===== src/rtl/mips_pkg.sv =====
// Shared MIPS definitions: ALU control codes plus the opcode/funct values
// that the ID/EX stage decodes.
package mips_pkg;

    localparam logic [2:0] ALU_AND = 3'b000;
    localparam logic [2:0] ALU_OR  = 3'b001;
    localparam logic [2:0] ALU_ADD = 3'b010;
    localparam logic [2:0] ALU_SUB = 3'b110;
    localparam logic [2:0] ALU_SLT = 3'b111;

    localparam logic [5:0] OP_RTYPE = 6'b000000;
    localparam logic [5:0] OP_LW    = 6'b100011;
    localparam logic [5:0] OP_SW    = 6'b101011;
    localparam logic [5:0] OP_ADDI  = 6'b001000;
    localparam logic [5:0] OP_BEQ   = 6'b000100;
    localparam logic [5:0] OP_ANDI  = 6'b001100;
    localparam logic [5:0] OP_ORI   = 6'b001101;
    localparam logic [5:0] OP_SLTI  = 6'b001010;

    localparam logic [5:0] FN_ADD = 6'b100000;
    localparam logic [5:0] FN_SUB = 6'b100010;
    localparam logic [5:0] FN_AND = 6'b100100;
    localparam logic [5:0] FN_OR  = 6'b100101;
    localparam logic [5:0] FN_SLT = 6'b101010;

endpackage


===== src/rtl/alu_ctl_decode.sv =====
// Pure combinational opcode/funct to 3-bit ALU control; unknown codes
// default to add so a zeroed (bubble) instruction is harmless.
module alu_ctl_decode
    import mips_pkg::*;
(
    input  logic [5:0] i_opcode,
    input  logic [5:0] i_funct,
    output logic [2:0] o_alu_ctl
);

    always_comb begin
        o_alu_ctl = ALU_ADD;
        if (i_opcode == OP_RTYPE) begin
            case (i_funct)
                FN_ADD:  o_alu_ctl = ALU_ADD;
                FN_SUB:  o_alu_ctl = ALU_SUB;
                FN_AND:  o_alu_ctl = ALU_AND;
                FN_OR:   o_alu_ctl = ALU_OR;
                FN_SLT:  o_alu_ctl = ALU_SLT;
                default: o_alu_ctl = ALU_ADD;
            endcase
        end else begin
            case (i_opcode)
                OP_LW, OP_SW, OP_ADDI: o_alu_ctl = ALU_ADD;
                OP_BEQ:                o_alu_ctl = ALU_SUB;
                OP_ANDI:               o_alu_ctl = ALU_AND;
                OP_ORI:                o_alu_ctl = ALU_OR;
                OP_SLTI:               o_alu_ctl = ALU_SLT;
                default:               o_alu_ctl = ALU_ADD;
            endcase
        end
    end

endmodule


===== src/rtl/id_ex_alu_stage.sv =====
// ID/EX pipeline register feeding the ripple ALU: latches decoded fields,
// forwards operands from EX/MEM and MEM/WB, and flags load-use hazards.
module id_ex_alu_stage
    import mips_pkg::*;
#(
    parameter int WIDTH = 32,
    parameter int REGW  = 5
) (
    input  logic             clk,
    input  logic             rst,
    input  logic             stall,
    input  logic             flush,
    input  logic [5:0]       id_opcode,
    input  logic [5:0]       id_funct,
    input  logic [REGW-1:0]  id_rs,
    input  logic [REGW-1:0]  id_rt,
    input  logic [REGW-1:0]  id_rd,
    input  logic [WIDTH-1:0] id_rs_data,
    input  logic [WIDTH-1:0] id_rt_data,
    input  logic [WIDTH-1:0] id_imm,
    input  logic             id_reg_write,
    input  logic             id_mem_read,
    input  logic             id_mem_write,
    input  logic             id_mem_to_reg,
    input  logic             id_reg_dst,
    input  logic             id_alu_src,
    input  logic             exmem_reg_write,
    input  logic [REGW-1:0]  exmem_rd,
    input  logic [WIDTH-1:0] exmem_result,
    input  logic             memwb_reg_write,
    input  logic [REGW-1:0]  memwb_rd,
    input  logic [WIDTH-1:0] memwb_wdata,
    output logic [WIDTH-1:0] alu_a,
    output logic [WIDTH-1:0] alu_b,
    output logic [2:0]       alu_ctl,
    output logic [WIDTH-1:0] ex_store_data,
    output logic [REGW-1:0]  ex_dest,
    output logic             ex_reg_write,
    output logic             ex_mem_read,
    output logic             ex_mem_write,
    output logic             ex_mem_to_reg,
    output logic             load_use_stall
);

    logic [5:0]       r_opcode, r_funct;
    logic [REGW-1:0]  r_rs, r_rt, r_rd;
    logic [WIDTH-1:0] r_rs_data, r_rt_data, r_imm;
    logic             r_reg_write, r_mem_read, r_mem_write, r_mem_to_reg;
    logic             r_reg_dst, r_alu_src;

    logic [WIDTH-1:0] w_fwd_rs, w_fwd_rt;
    logic [REGW-1:0]  w_dest;

    // Reset and flush both leave an all-zero bubble (decodes as add, no side effects).
    always_ff @(posedge clk) begin
        if (rst || flush) begin
            r_opcode     <= '0;
            r_funct      <= '0;
            r_rs         <= '0;
            r_rt         <= '0;
            r_rd         <= '0;
            r_rs_data    <= '0;
            r_rt_data    <= '0;
            r_imm        <= '0;
            r_reg_write  <= 1'b0;
            r_mem_read   <= 1'b0;
            r_mem_write  <= 1'b0;
            r_mem_to_reg <= 1'b0;
            r_reg_dst    <= 1'b0;
            r_alu_src    <= 1'b0;
        end else if (!stall) begin
            r_opcode     <= id_opcode;
            r_funct      <= id_funct;
            r_rs         <= id_rs;
            r_rt         <= id_rt;
            r_rd         <= id_rd;
            r_rs_data    <= id_rs_data;
            r_rt_data    <= id_rt_data;
            r_imm        <= id_imm;
            r_reg_write  <= id_reg_write;
            r_mem_read   <= id_mem_read;
            r_mem_write  <= id_mem_write;
            r_mem_to_reg <= id_mem_to_reg;
            r_reg_dst    <= id_reg_dst;
            r_alu_src    <= id_alu_src;
        end
    end

    alu_ctl_decode u_alu_ctl_decode (
        .i_opcode  (r_opcode),
        .i_funct   (r_funct),
        .o_alu_ctl (alu_ctl)
    );

    // EX/MEM is the younger producer, so it wins over MEM/WB; $0 never forwards.
    always_comb begin
        w_fwd_rs = r_rs_data;
        if (exmem_reg_write && (exmem_rd != '0) && (exmem_rd == r_rs))
            w_fwd_rs = exmem_result;
        else if (memwb_reg_write && (memwb_rd != '0) && (memwb_rd == r_rs))
            w_fwd_rs = memwb_wdata;

        w_fwd_rt = r_rt_data;
        if (exmem_reg_write && (exmem_rd != '0) && (exmem_rd == r_rt))
            w_fwd_rt = exmem_result;
        else if (memwb_reg_write && (memwb_rd != '0) && (memwb_rd == r_rt))
            w_fwd_rt = memwb_wdata;
    end

    assign w_dest         = r_reg_dst ? r_rd : r_rt;
    assign alu_a          = w_fwd_rs;
    assign alu_b          = r_alu_src ? r_imm : w_fwd_rt;
    assign ex_store_data  = w_fwd_rt;
    assign ex_dest        = w_dest;
    assign ex_reg_write   = r_reg_write;
    assign ex_mem_read    = r_mem_read;
    assign ex_mem_write   = r_mem_write;
    assign ex_mem_to_reg  = r_mem_to_reg;

    assign load_use_stall = r_mem_read && (w_dest != '0) &&
                            ((w_dest == id_rs) || (w_dest == id_rt));

endmodule


===== config.mk =====
export PLATFORM = sky130hd
export DESIGN_NAME = id_ex_alu_stage
export DESIGN_NICKNAME = d
export VERILOG_FILES = /design/src/rtl/mips_pkg.sv /design/src/rtl/alu_ctl_decode.sv /design/src/rtl/id_ex_alu_stage.sv
export SDC_FILE = /design/constraint.sdc
export NUM_CORES = 1
export LEC_CHECK = 0
export ABC_AREA = 0
export CAP_MARGIN = 10
export CORE_ASPECT_RATIO = 1.5
export CORE_MARGIN = 2
export CORE_UTILIZATION = 35
export DETAILED_ROUTE_END_ITERATION = 8
export HOLD_SLACK_MARGIN = 0.08
export PLACE_DENSITY = 0.69
export SLEW_MARGIN = 20
export SYNTH_ARGS = -nofsm -noshare
export SYNTH_HDL_FRONTEND = slang
export SYNTH_SLANG_ARGS = --single-unit

===== constraint.sdc =====
create_clock -name clk -period 6.68 [get_ports clk]
set_clock_uncertainty 0.05 [all_clocks]
set_input_delay 1.336 -clock clk [delete_from_list [all_inputs] [get_ports clk]]
set_output_delay 1.336 -clock clk [all_outputs]
set_load 0.1 [all_outputs]

==> impl_results.html, run 1 <==
<table>
<tr><th>Metric</th><th>Value</th></tr>
<tr><th colspan="2">CTS</th></tr>
<tr><td>Post-CTS setup-driven buffer insertion count</td><td>0</td></tr>
<tr><td>CTS Hold Bufs</td><td>0</td></tr>
<tr><td>TritonCTS clock tree</td><td>built</td></tr>
<tr><td>Num CTS Buffers</td><td>17</td></tr>
<tr><td>Depth of the CTS H-tree</td><td>4</td></tr>
<tr><td>Resized cells post-CTS</td><td>0</td></tr>
<tr><td>Clock tree buffer depth</td><td>2</td></tr>
<tr><td>CTS sink cnt</td><td>129</td></tr>
<tr><td>Root Buffer Master</td><td>sky130_fd_sc_hd__clkbuf_16</td></tr>
<tr><td>Clk pin slew, worst setup/hold paths</td><td>0.06 ns</td></tr>
<tr><td>Clock insertion delay at the later pin of the skew report</td><td>0.41 ns</td></tr>
<tr><th colspan="2">STA</th></tr>
<tr><td>Setup repair after global routing missed its margin</td><td>false</td></tr>
<tr><td>Worst slew pin tran</td><td>1.07 ns</td></tr>
<tr><td>Fin crit share</td><td>82.0%</td></tr>
<tr><td>Final total negative setup slack</td><td>0 ns</td></tr>
<tr><td>Worst hold slack across all endpoints</td><td>0.440 ns</td></tr>
<tr><td>Max Slew Vio Count</td><td>0</td></tr>
<tr><td>Max_slew headroom</td><td>around 29%</td></tr>
<tr><td>Fmax</td><td>183 MHz</td></tr>
<tr><td>Final Hold Vio Count</td><td>0</td></tr>
<tr><td>Number of failing setup endpoints in the final timing report</td><td>0</td></tr>
<tr><td>Period minus WS final</td><td>around 5.5 ns</td></tr>
<tr><th colspan="2">Synth</th></tr>
<tr><td>Mapped Nets</td><td>1001</td></tr>
<tr><td>Cell types occupying the most area after synthesis</td><td>sky130_fd_sc_hd__dfxtp_1 34%, sky130_fd_sc_hd__mux2i_1 22%, sky130_fd_sc_hd__a31oi_4 8.5%</td></tr>
<tr><td>Count of flip-flops with a built-in enable after synthesis</td><td>0</td></tr>
<tr><td>Most used DFF post-synth</td><td>sky130_fd_sc_hd__dfxtp_1</td></tr>
<tr><td>Count of state elements after synthesis</td><td>129</td></tr>
<tr><td>Post-synth top area cell</td><td>sky130_fd_sc_hd__dfxtp_1</td></tr>
<tr><td>Top post-synthesis cells by count</td><td>166 x sky130_fd_sc_hd__mux2i_1, 166 x sky130_fd_sc_hd__nor2_1, 129 x sky130_fd_sc_hd__dfxtp_1</td></tr>
<tr><td>Unique cell type count in the Yosys netlist</td><td>39</td></tr>
<tr><td>Sequential-to-total area share from yosys stat</td><td>34.5%</td></tr>
<tr><td>Area share of the largest cell type after synthesis</td><td>34.5%</td></tr>
<tr><td>Share of flip-flops with an asynchronous set or reset after synthesis</td><td>0%</td></tr>
<tr><td>Avg Cell Area, Syn</td><td>9.46 um2</td></tr>
<tr><td>Cell count after synthesis</td><td>792</td></tr>
<tr><td>Post-Synthesis Cell Area</td><td>approximately 7500 um2</td></tr>
<tr><td>Synth warn</td><td>0</td></tr>
<tr><th colspan="2">Floorplan</th></tr>
<tr><td>Initial cell density of the core</td><td>a little over a third</td></tr>
<tr><td>Die height</td><td>about 180 um</td></tr>
<tr><td>Die Outline Area</td><td>roughly 23000 um2</td></tr>
<tr><td>Die extent in x</td><td>123 um</td></tr>
<tr><td>Site Rows</td><td>65</td></tr>
<tr><td>Ports</td><td>318</td></tr>
<tr><td>Area inside the core boundary</td><td>21000 um2</td></tr>
<tr><th colspan="2">Routing</th></tr>
<tr><td>Detailed-route via count</td><td>6932</td></tr>
<tr><td>Detailed-route wire length</td><td>26100 um</td></tr>
<tr><td>DR DRC count</td><td>0</td></tr>
<tr><td>Initial drt markers</td><td>approximately 300</td></tr>
<tr><td>Wire per inst</td><td>19.2 um</td></tr>
<tr><td>Final antenna-violating net count</td><td>0</td></tr>
<tr><td>DRT Pass-1 Iters</td><td>7</td></tr>
<tr><td>Via density</td><td>5.10</td></tr>
<tr><th colspan="2">Hold path</th></tr>
<tr><td>Tightest Hold Check Type</td><td>flop to flop</td></tr>
<tr><th colspan="2">Layout</th></tr>
<tr><td>Number of nets in the final layout</td><td>1284</td></tr>
<tr><td>Ratio of cells with drive above 1 in the final layout</td><td>21.7%</td></tr>
<tr><td>Number of fill cells in the layout</td><td>1940</td></tr>
<tr><td>Biggest registers after layout</td><td>r_imm x32, r_rs_data x32, r_rt_data x32</td></tr>
<tr><td>Layout-stage area growth over the synthesis result</td><td>54.5%</td></tr>
<tr><td>Number of non-filler instances in the completed layout</td><td>about 1400</td></tr>
<tr><th colspan="2">Placed design</th></tr>
<tr><td>DP Wirelength</td><td>19200 um</td></tr>
<tr><td># port buffers</td><td>317</td></tr>
<tr><td># placed instances</td><td>1324</td></tr>
<tr><td>Final weighted congestion in routability-driven placement</td><td>0.826</td></tr>
<tr><th colspan="2">Critical path</th></tr>
<tr><td>Peak fanout along the critical path</td><td>33</td></tr>
<tr><td>Internal reg-to-reg setup slack</td><td>5.24 ns</td></tr>
<tr><td>Arrival time of data at the critical path endpoint</td><td>4.09 ns</td></tr>
<tr><td>Critical path capture point type</td><td>primary output</td></tr>
<tr><td>Kind of critical path</td><td>primary input to primary output</td></tr>
<tr><td>Crit path required time</td><td>5.29 ns</td></tr>
<tr><td>Sort of element at the start of the critical path</td><td>primary input</td></tr>
<tr><th colspan="2">Global routing</th></tr>
<tr><td>Overflow after GRT</td><td>0</td></tr>
<tr><td>Global router's overall resource usage</td><td>22.6%</td></tr>
<tr><td>Via count of the first global-routing pass</td><td>7060</td></tr>
<tr><td>Wire length of the first global-routing pass</td><td>39200 um</td></tr>
<tr><td>Largest net degree at the start of global routing</td><td>88</td></tr>
<tr><td>Initial antenna violation count</td><td>4</td></tr>
<tr><th colspan="2">Power and ir drop</th></tr>
<tr><td>VDD IR max</td><td>0.146 mV</td></tr>
<tr><td>Overall power of the completed layout</td><td>0.00251 W</td></tr>
<tr><td>Power Dens Cells</td><td>217 nW/um2</td></tr>
<tr><td>Leakage power figure</td><td>between 4 and 5 nW</td></tr>
<tr><th colspan="2">Job</th></tr>
<tr><td>Maximum capacitance violations</td><td>0</td></tr>
<tr><th colspan="2">Run status</th></tr>
<tr><td>Status</td><td>finished, final reports clean</td></tr>
</table>
[worst max-delay path, stage by stage]
cell	delay [ns]
sky130_fd_sc_hd__clkdlybuf4s50_1	0.60
sky130_fd_sc_hd__xnor2_1	0.15
sky130_fd_sc_hd__nand3_1	0.08
sky130_fd_sc_hd__or4_2	0.99
sky130_fd_sc_hd__buf_4	0.37
sky130_fd_sc_hd__a21oi_1	0.20
sky130_fd_sc_hd__buf_4	0.31
[power breakdown]
| group | switching, W | total [W] | internal, W |
|---|---|---|---|
| Clock | 0.000375 | 0.00101 | 0.000640 |
| Sequential | 0.0000206 | 0.000816 | 0.000795 |
| Combinational | 0.000419 | 0.000683 | 0.000264 |
[through the flow]
stage                     cell area [um2]  util (%)  setup slack [ns]
final                               11600      55.2              1.20
after global routing                11600      55.2             0.992
after CTS                           11600      55.1              1.20
after detailed placement            10900      52.1              1.21
after global placement              10900      52.1              1.26
after floorplan                      7490         -             0.577
[kinds of logic after synthesis]
kind of cell           after synthesis  synth area share [%]
XOR/XNOR                            30                  3.51
AO/OA/AOI/OAI                      108                  15.3
flip-flops                         129                  34.5
buffers and inverters               73                  4.63
multiplexers                       198                  27.0
AND/OR/NAND/NOR                    254                  15.1
[worst paths after layout]
check | startpoint | end | depth (start not counted)
max | exmem_rd[0] | alu_a[5] | 7
max reg2reg | r_alu_src | r_alu_src | 2
min reg2reg | r_imm[9] | r_imm[9] | 2
min | r_imm[9] | r_imm[9] | 2
[final cells by class]
class / instances / area (um2) / area share, %
sequential: 129 / 2580 / 22.3
antenna: 4 / 10.0 / 0.0865
timing repair buffer: 331 / 3390 / 29.3
clock inverter: 14 / 200 / 1.73
multi-input combinational: 590 / 4590 / 39.7
tap: 268 / 335 / 2.90
inverter: 6 / 22.5 / 0.195
clock buffer: 18 / 439 / 3.80
[placed cells by master, fill, tap and decap left out, types with 2 or more instances in the layout]
cell	count
sky130_fd_sc_hd__xor2_1	11
sky130_fd_sc_hd__nand3_1	36
sky130_fd_sc_hd__buf_4	82
sky130_fd_sc_hd__inv_1	6
sky130_fd_sc_hd__or4_4	2
sky130_fd_sc_hd__o21ai_1	12
sky130_fd_sc_hd__a21oi_1	34
sky130_fd_sc_hd__or2_4	2
sky130_fd_sc_hd__clkinv_4	2
sky130_fd_sc_hd__bufinv_16	4
sky130_fd_sc_hd__diode_2	4
sky130_fd_sc_hd__xnor2_1	19
sky130_fd_sc_hd__buf_12	28
sky130_fd_sc_hd__clkinvlp_4	3
sky130_fd_sc_hd__a31oi_4	30
sky130_fd_sc_hd__mux2i_1	166
sky130_fd_sc_hd__clkbuf_16	17
sky130_fd_sc_hd__clkdlybuf4s50_1	220
sky130_fd_sc_hd__mux2_2	32
sky130_fd_sc_hd__nor2_1	166
sky130_fd_sc_hd__o211ai_4	2
sky130_fd_sc_hd__nor3_1	34
sky130_fd_sc_hd__nand4_1	3
sky130_fd_sc_hd__dfxtp_1	128
sky130_fd_sc_hd__o21ai_0	4
sky130_fd_sc_hd__inv_6	4
sky130_fd_sc_hd__o21ai_2	20
sky130_fd_sc_hd__a31oi_1	2
[layer usage]
metal | GRT usage [%] | up-vias | wire, um
met5 | 0 | - | 0
met4 | 10.3 | 0 | 904
met3 | 4.66 | 49 | 1460
met2 | 40.9 | 250 | 13800
met1 | 24.8 | 3264 | 10000
li1 | - | 3369 | -
(Power assumes the default switching activity.)
==> run 2: changes to the inputs <==
clock period = 5.7 ns   (was 6.68 ns; I/O delays follow)
==> run 2 against run 1 <==
Via count down 0.10%. Clock power up 11%. Sequential cell count is the same. Worst hold slack improved by 0.0021 ns. Critical path type unchanged.
==> impl_results.html, run 2 (synthesized netlist as in run 1, its figures left out) <==
<table>
<tr><th>Metric</th><th>Value</th></tr>
<tr><th colspan="2">Routing</th></tr>
<tr><td>Final antenna-violating net count</td><td>0</td></tr>
<tr><td>Detailed-route wire length</td><td>26200 um</td></tr>
<tr><td>Initial drt markers</td><td>245</td></tr>
<tr><td>Detailed-route via count</td><td>a little under 7000</td></tr>
<tr><td>DRT Pass-1 Iters</td><td>4</td></tr>
<tr><td>DR DRC count</td><td>0</td></tr>
<tr><td>Via density</td><td>5.10</td></tr>
<tr><td>Wire per inst</td><td>approximately 19 um</td></tr>
<tr><th colspan="2">Critical path</th></tr>
<tr><td>Arrival time of data at the critical path endpoint</td><td>3.93 ns</td></tr>
<tr><td>Cells along the critical path</td><td>clkdlybuf4s50_1, xnor2_1, o211a_1, buf_4, nand3_1, a31oi_4, mux2_2, buf_12</td></tr>
<tr><td>Sort of element at the start of the critical path</td><td>primary input</td></tr>
<tr><td>Critical path capture point type</td><td>primary output</td></tr>
<tr><td>Peak fanout along the critical path</td><td>17</td></tr>
<tr><td>Worst stage delay on the critical path</td><td>roughly 0.66 ns</td></tr>
<tr><td>Kind of critical path</td><td>primary input to primary output</td></tr>
<tr><td>Crit path required time</td><td>approximately 4.5 ns</td></tr>
<tr><td>Depth of the worst register-to-register path</td><td>2</td></tr>
<tr><td>Master of the slowest instance on the critical path</td><td>sky130_fd_sc_hd__o211a_1</td></tr>
<tr><td>Critical path depth</td><td>8</td></tr>
<tr><td>Dominant delay contributor by cell family on the critical path</td><td>buffers and inverters</td></tr>
<tr><td>Combined buffer and inverter count along the critical path</td><td>3</td></tr>
<tr><th colspan="2">Layout</th></tr>
<tr><td>Highest-count cells in the layout ignoring fill and taps</td><td>219 x sky130_fd_sc_hd__clkdlybuf4s50_1, 166 x sky130_fd_sc_hd__nor2_1, 166 x sky130_fd_sc_hd__mux2i_1, 128 x sky130_fd_sc_hd__dfxtp_1, 82 x sky130_fd_sc_hd__buf_12</td></tr>
<tr><td>Final Cell Area</td><td>12200 um2</td></tr>
<tr><td>Ratio of cells with drive above 1 in the final layout</td><td>about 22%</td></tr>
<tr><td>Number of nets in the final layout</td><td>1286</td></tr>
<tr><td>Number of non-filler instances in the completed layout</td><td>approximately 1400</td></tr>
<tr><td>Biggest registers after layout</td><td>r_imm x32, r_rs_data x32, r_rt_data x32</td></tr>
<tr><td>Layout-stage area growth over the synthesis result</td><td>63.2%</td></tr>
<tr><td>Number of fill cells in the layout</td><td>1821</td></tr>
<tr><td>Sequential cell area in the final layout</td><td>around 2600 um2</td></tr>
<tr><td>Footprint of the multi-input gates</td><td>4600 um2</td></tr>
<tr><td>Most frequent standard cell in the layout excluding fill and tap cells</td><td>sky130_fd_sc_hd__clkdlybuf4s50_1</td></tr>
<tr><th colspan="2">Global routing</th></tr>
<tr><td>Global router's overall resource usage</td><td>a little under a quarter</td></tr>
<tr><td>Initial antenna violation count</td><td>0</td></tr>
<tr><td>Wire length of the first global-routing pass</td><td>39600 um</td></tr>
<tr><td>Largest net degree at the start of global routing</td><td>70</td></tr>
<tr><td>Via count of the first global-routing pass</td><td>7146</td></tr>
<tr><td>Overflow after GRT</td><td>0</td></tr>
<tr><th colspan="2">Placed design</th></tr>
<tr><td># port buffers</td><td>317</td></tr>
<tr><td>Placed instance area</td><td>11600 um2</td></tr>
<tr><td>Minimum setup slack after placement</td><td>0.601 ns</td></tr>
<tr><td>DP Wirelength</td><td>19400 um</td></tr>
<tr><td>Final weighted congestion in routability-driven placement</td><td>between 0.8 and 0.9</td></tr>
<tr><td># placed instances</td><td>1326</td></tr>
<tr><th colspan="2">CTS</th></tr>
<tr><td>Clk pin slew, worst setup/hold paths</td><td>0.06 ns</td></tr>
<tr><td>Post-CTS setup-driven buffer insertion count</td><td>0</td></tr>
<tr><td>Resized cells post-CTS</td><td>0</td></tr>
<tr><td>Root Buffer Master</td><td>sky130_fd_sc_hd__clkbuf_16</td></tr>
<tr><td>Clock tree buffer depth</td><td>2</td></tr>
<tr><td>Clock insertion delay at the later pin of the skew report</td><td>0.42 ns</td></tr>
<tr><td>Num CTS Buffers</td><td>17</td></tr>
<tr><td>CTS Hold Bufs</td><td>0</td></tr>
<tr><td>Depth of the CTS H-tree</td><td>4</td></tr>
<tr><td>CTS sink cnt</td><td>between 100 and 150</td></tr>
<tr><td>TritonCTS clock tree</td><td>built</td></tr>
<tr><th colspan="2">Floorplan</th></tr>
<tr><td>Die Outline Area</td><td>22600 um2</td></tr>
<tr><td>Ports</td><td>approximately 320</td></tr>
<tr><td>Die extent in x</td><td>123 um</td></tr>
<tr><td>Site Rows</td><td>65</td></tr>
<tr><td>Initial cell density of the core</td><td>35.7%</td></tr>
<tr><td>Area inside the core boundary</td><td>21000 um2</td></tr>
<tr><td>Die height</td><td>~180 um</td></tr>
<tr><th colspan="2">STA</th></tr>
<tr><td>Fin crit share</td><td>89.9%</td></tr>
<tr><td>Fmax</td><td>195 MHz</td></tr>
<tr><td>Worst slew pin tran</td><td>1.06 ns</td></tr>
<tr><td>Final Hold Vio Count</td><td>0</td></tr>
<tr><td>Setup repair after global routing missed its margin</td><td>false</td></tr>
<tr><td>Number of failing setup endpoints in the final timing report</td><td>0</td></tr>
<tr><td>Max Slew Vio Count</td><td>0</td></tr>
<tr><td>Worst-case setup margin in the final layout</td><td>0.578 ns</td></tr>
<tr><td>Max_slew headroom</td><td>29.1%</td></tr>
<tr><td>Final total negative setup slack</td><td>0 ns</td></tr>
<tr><td>Period minus WS final</td><td>~5.1 ns</td></tr>
<tr><th colspan="2">Power and ir drop</th></tr>
<tr><td>Power Dens Cells</td><td>240 nW/um2</td></tr>
<tr><td>Leakage power figure</td><td>4.73 nW</td></tr>
<tr><td>Overall power of the completed layout</td><td>between 0.002 and 0.003 W</td></tr>
<tr><td>VDD IR max</td><td>0.162 mV</td></tr>
<tr><th colspan="2">Job</th></tr>
<tr><td>Maximum capacitance violations</td><td>0</td></tr>
<tr><th colspan="2">Hold path</th></tr>
<tr><td>Tightest Hold Check Type</td><td>flop to flop</td></tr>
<tr><td>Hold path depth</td><td>2</td></tr>
<tr><th colspan="2">Run status</th></tr>
<tr><td>Status</td><td>finished, final reports clean</td></tr>
</table>
run 2: area by class of cell:
class | instances | share of cell area, %
clock inverters | 13 | 1.23
well taps | 268 | 2.74
clock buffers | 19 | 3.71
multi-input cells | 590 | 37.6
diodes | 1 | 0.0205
flip-flops and latches | 129 | 21.1
inverters | 6 | 0.184
repair buffers | 333 | 33.4
run 2: path summary, 6_finish.rpt:
kind	start	end	slack [ns]
max	memwb_rd[0]	alu_b[25]	0.58
min	r_imm[23]	r_imm[23]	0.44
max reg2reg	r_alu_src	r_alu_src	4.26
min reg2reg	r_imm[23]	r_imm[23]	0.44
run 2: tightest hold or removal path, cell delays in order, from the launching register on:
cell and delay [ns]:
sky130_fd_sc_hd__dfxtp_1 0.32, sky130_fd_sc_hd__mux2i_1 0.07, sky130_fd_sc_hd__nor2_1 0.07
run 2: report_power, final:
group | switching [W] | total [W] | leakage (nW) | internal (W)
Combinational | 0.000502 | 0.000863 | 3.38 | 0.000360
Sequential | 0.0000241 | 0.000956 | 1.05 | 0.000932
Clock | 0.000445 | 0.00112 | 0.291 | 0.000674
run 2: stage by stage:
stage	hold slack [ns]	util, %
6_report	0.442	58.3
5_1_grt	0.463	58.2
4_1_cts	0.448	58.2
3_5_place_dp	0.431	55.4
3_3_place_gp	0.419	55.4
2_1_floorplan	0.408	-
run 2: layer usage:
metal | share of wire, % | global-route usage (%) | vias up
met5 | 0 | 0 | -
met4 | 3.2 | 9.95 | 0
met3 | 4.7 | 3.86 | 48
met2 | 54 | 41.9 | 229
met1 | 38 | 25.7 | 3278
li1 | - | - | 3370
==> run 3: changes to the inputs <==
RECOVER_POWER = 100   (was unset)
clock period = 6.6 ns   (was 5.7 ns; I/O delays follow)
==> run 3 against run 2 <==
The run now ends with max-capacitance violations, max-slew violations left. Global-route usage about the same. First-iteration DRC count up 35%. Die area unchanged. Worst hold slack better by 0.0022 ns. Design area down 7.5%. Combinational power down 22%. Clock-buffer cell count down 1. Critical path depth unchanged. Sequential cell count unchanged. Non-clock buffer count down 2.
==> impl_results.html, run 3 (synthesized netlist as in run 1, its figures left out) <==
<table>
<tr><th>Metric</th><th>Value</th></tr>
<tr><th colspan="2">STA</th></tr>
<tr><td>Fin crit share</td><td>around nine tenths</td></tr>
<tr><td>Worst-case setup margin in the final layout</td><td>around 0.65 ns</td></tr>
<tr><td>Fmax</td><td>168 MHz</td></tr>
<tr><td>Period minus WS final</td><td>5.95 ns</td></tr>
<tr><td>Setup repair after global routing missed its margin</td><td>false</td></tr>
<tr><td>Max Slew Vio Count</td><td>87</td></tr>
<tr><td>Max_slew headroom</td><td>-114%</td></tr>
<tr><td>Final Hold Vio Count</td><td>0</td></tr>
<tr><td>Worst slew pin tran</td><td>approximately 3.2 ns</td></tr>
<tr><td>Number of failing setup endpoints in the final timing report</td><td>0</td></tr>
<tr><td>Final total negative setup slack</td><td>0 ns</td></tr>
<tr><th colspan="2">Power and ir drop</th></tr>
<tr><td>VDD IR max</td><td>roughly 0.15 mV</td></tr>
<tr><td>Power Dens Cells</td><td>221 nW/um2</td></tr>
<tr><td>Leakage power figure</td><td>4.40 nW</td></tr>
<tr><th colspan="2">CTS</th></tr>
<tr><td>Clock insertion delay at the later pin of the skew report</td><td>~0.42 ns</td></tr>
<tr><td>CTS Hold Bufs</td><td>0</td></tr>
<tr><td>CTS sink cnt</td><td>between 100 and 150</td></tr>
<tr><td>Num CTS Buffers</td><td>17</td></tr>
<tr><td>Resized cells post-CTS</td><td>0</td></tr>
<tr><td>Clk pin slew, worst setup/hold paths</td><td>0.06 ns</td></tr>
<tr><td>Post-CTS setup-driven buffer insertion count</td><td>0</td></tr>
<tr><td>TritonCTS clock tree</td><td>built</td></tr>
<tr><td>Clock tree buffer depth</td><td>2</td></tr>
<tr><td>Depth of the CTS H-tree</td><td>4</td></tr>
<tr><td>Root Buffer Master</td><td>sky130_fd_sc_hd__clkbuf_16</td></tr>
<tr><th colspan="2">Floorplan</th></tr>
<tr><td>Die Outline Area</td><td>22600 um2</td></tr>
<tr><td>Ports</td><td>318</td></tr>
<tr><td>Area inside the core boundary</td><td>between 20000 and 25000 um2</td></tr>
<tr><td>Initial cell density of the core</td><td>35.7%</td></tr>
<tr><td>Die extent in x</td><td>123 um</td></tr>
<tr><td>Site Rows</td><td>65</td></tr>
<tr><td>Die height</td><td>183 um</td></tr>
<tr><th colspan="2">Layout</th></tr>
<tr><td>Most frequent standard cell in the layout excluding fill and tap cells</td><td>sky130_fd_sc_hd__clkdlybuf4s50_1</td></tr>
<tr><td>Number of nets in the final layout</td><td>1284</td></tr>
<tr><td>Sequential cell area in the final layout</td><td>2580 um2</td></tr>
<tr><td>Ratio of cells with drive above 1 in the final layout</td><td>14.4%</td></tr>
<tr><td>Footprint of the multi-input gates</td><td>~4600 um2</td></tr>
<tr><td>Highest-count cells in the layout ignoring fill and taps</td><td>205 x sky130_fd_sc_hd__clkdlybuf4s50_1, 166 x sky130_fd_sc_hd__nor2_1, 166 x sky130_fd_sc_hd__mux2i_1, 128 x sky130_fd_sc_hd__dfxtp_1, 52 x sky130_fd_sc_hd__clkbuf_1</td></tr>
<tr><td>Layout-stage area growth over the synthesis result</td><td>50.9%</td></tr>
<tr><td>Number of fill cells in the layout</td><td>1982</td></tr>
<tr><td>Biggest registers after layout</td><td>r_imm x32, r_rs_data x32, r_rt_data x32</td></tr>
<tr><th colspan="2">Job</th></tr>
<tr><td>Maximum capacitance violations</td><td>1</td></tr>
<tr><th colspan="2">Global routing</th></tr>
<tr><td>Wire length of the first global-routing pass</td><td>39500 um</td></tr>
<tr><td>Global router's overall resource usage</td><td>between 20% and 30%</td></tr>
<tr><td>Via count of the first global-routing pass</td><td>around 7200</td></tr>
<tr><td>Largest net degree at the start of global routing</td><td>87</td></tr>
<tr><td>Overflow after GRT</td><td>0</td></tr>
<tr><td>Initial antenna violation count</td><td>4</td></tr>
<tr><th colspan="2">Routing</th></tr>
<tr><td>Detailed-route wire length</td><td>26200 um</td></tr>
<tr><td>Final antenna-violating net count</td><td>0</td></tr>
<tr><td>Wire per inst</td><td>19.2 um</td></tr>
<tr><td>Detailed-route via count</td><td>6925</td></tr>
<tr><td>Via density</td><td>5.10</td></tr>
<tr><td>Initial drt markers</td><td>331</td></tr>
<tr><td>DR DRC count</td><td>0</td></tr>
<tr><td>DRT Pass-1 Iters</td><td>4</td></tr>
<tr><th colspan="2">Critical path</th></tr>
<tr><td>Critical path capture point type</td><td>primary output</td></tr>
<tr><td>Worst stage delay on the critical path</td><td>0.84 ns</td></tr>
<tr><td>Dominant delay contributor by cell family on the critical path</td><td>buffers and inverters</td></tr>
<tr><td>Crit path required time</td><td>5.23 ns</td></tr>
<tr><td>Cells along the critical path</td><td>clkdlybuf4s50_1, xnor2_1, o211a_1, buf_4, nand3_1, a31oi_1, mux2_2, dlymetal6s4s_1</td></tr>
<tr><td>Sort of element at the start of the critical path</td><td>primary input</td></tr>
<tr><td>Kind of critical path</td><td>primary input to primary output</td></tr>
<tr><td>Arrival time of data at the critical path endpoint</td><td>4.58 ns</td></tr>
<tr><td>Master of the slowest instance on the critical path</td><td>sky130_fd_sc_hd__dlymetal6s4s_1</td></tr>
<tr><td>Internal reg-to-reg setup slack</td><td>approximately 5.1 ns</td></tr>
<tr><td>Combined buffer and inverter count along the critical path</td><td>3</td></tr>
<tr><td>Peak fanout along the critical path</td><td>20</td></tr>
<tr><th colspan="2">Run status</th></tr>
<tr><td>Failing checks</td><td>max-capacitance violations, max-slew violations</td></tr>
<tr><td>Status</td><td>complete, but fails checks</td></tr>
<tr><th colspan="2">Placed design</th></tr>
<tr><td># port buffers</td><td>between 300 and 400</td></tr>
<tr><td>Minimum setup slack after placement</td><td>1.16 ns</td></tr>
<tr><td>DP Wirelength</td><td>19200 um</td></tr>
<tr><td>Final weighted congestion in routability-driven placement</td><td>0.830</td></tr>
<tr><th colspan="2">Hold path</th></tr>
<tr><td>Tightest Hold Check Type</td><td>flop to flop</td></tr>
</table>
[run 3: cell count changes in the layout (fill, tap and decap cells not counted), moves of 2 or more]
cell                              change
sky130_fd_sc_hd__buf_12              -55
sky130_fd_sc_hd__buf_4               -17
sky130_fd_sc_hd__bufinv_16            +2
sky130_fd_sc_hd__clkbuf_1            +52
sky130_fd_sc_hd__clkbuf_2            +17
sky130_fd_sc_hd__clkbuf_8             -2
sky130_fd_sc_hd__clkdlybuf4s50_1     -14
sky130_fd_sc_hd__diode_2              +3
sky130_fd_sc_hd__dlygate4sd3_1       +15
sky130_fd_sc_hd__inv_6                -4
sky130_fd_sc_hd__mux2_1              +24
sky130_fd_sc_hd__mux2_2              -24
[run 3: per-stage QoR]
step | total power (W) | instances | instance area (um2) | utilization, % | hold WS (ns)
2_1_floorplan | 0.00127 | 792 | 7490 | - | 0.408
3_3_place_gp | 0.00153 | 1324 | 10900 | 52.1 | 0.418
3_5_place_dp | 0.00153 | 1324 | 10900 | 52.1 | 0.429
4_1_cts | 0.00255 | 1355 | 11500 | 55.0 | 0.445
5_1_grt | 0.00259 | 1359 | 11300 | 53.9 | 0.471
6_report | 0.00250 | 1359 | 11300 | 53.9 | 0.445
[run 3: final cells by class]
class / instances / area share [%]
multi-input cells: 590 / 40.6
repair buffers: 331 / 27.9
flip-flops and latches: 129 / 22.9
clock buffers: 18 / 3.80
well taps: 268 / 2.97
clock inverters: 13 / 1.67
inverters: 6 / 0.199
diodes: 4 / 0.0886
[run 3: power by group]
| part | switching, W | internal, W | total (W) |
|---|---|---|---|
| combinational | 0.000422 | 0.000247 | 0.000669 |
| clock | 0.000373 | 0.000631 | 0.00100 |
| sequential | 0.0000214 | 0.000805 | 0.000826 |
| total | 0.000817 | 0.00168 | 0.00250 |
[run 3: path summary, 6_finish.rpt]
path                             startpoint         to  depth (start not counted)
worst max-delay path            memwb_rd[0]  alu_b[30]                          8
worst min-delay path              r_imm[17]  r_imm[17]                          2
worst max register to register    r_alu_src  r_alu_src                          2
worst min register to register    r_imm[17]  r_imm[17]                          2
[run 3: routing by layer]
layer	global-route usage [%]	routed length (um)	share of wire [%]
met5	0	0	0
met4	9.77	599	2.3
met3	5.38	1450	5.6
met2	42.1	14300	55
met1	24.7	9780	37
[run 3: worst min-delay path: stages (launching register included)]
cell                      delay, ns
sky130_fd_sc_hd__dfxtp_1       0.32
sky130_fd_sc_hd__mux2i_1       0.07
sky130_fd_sc_hd__nor2_1        0.07
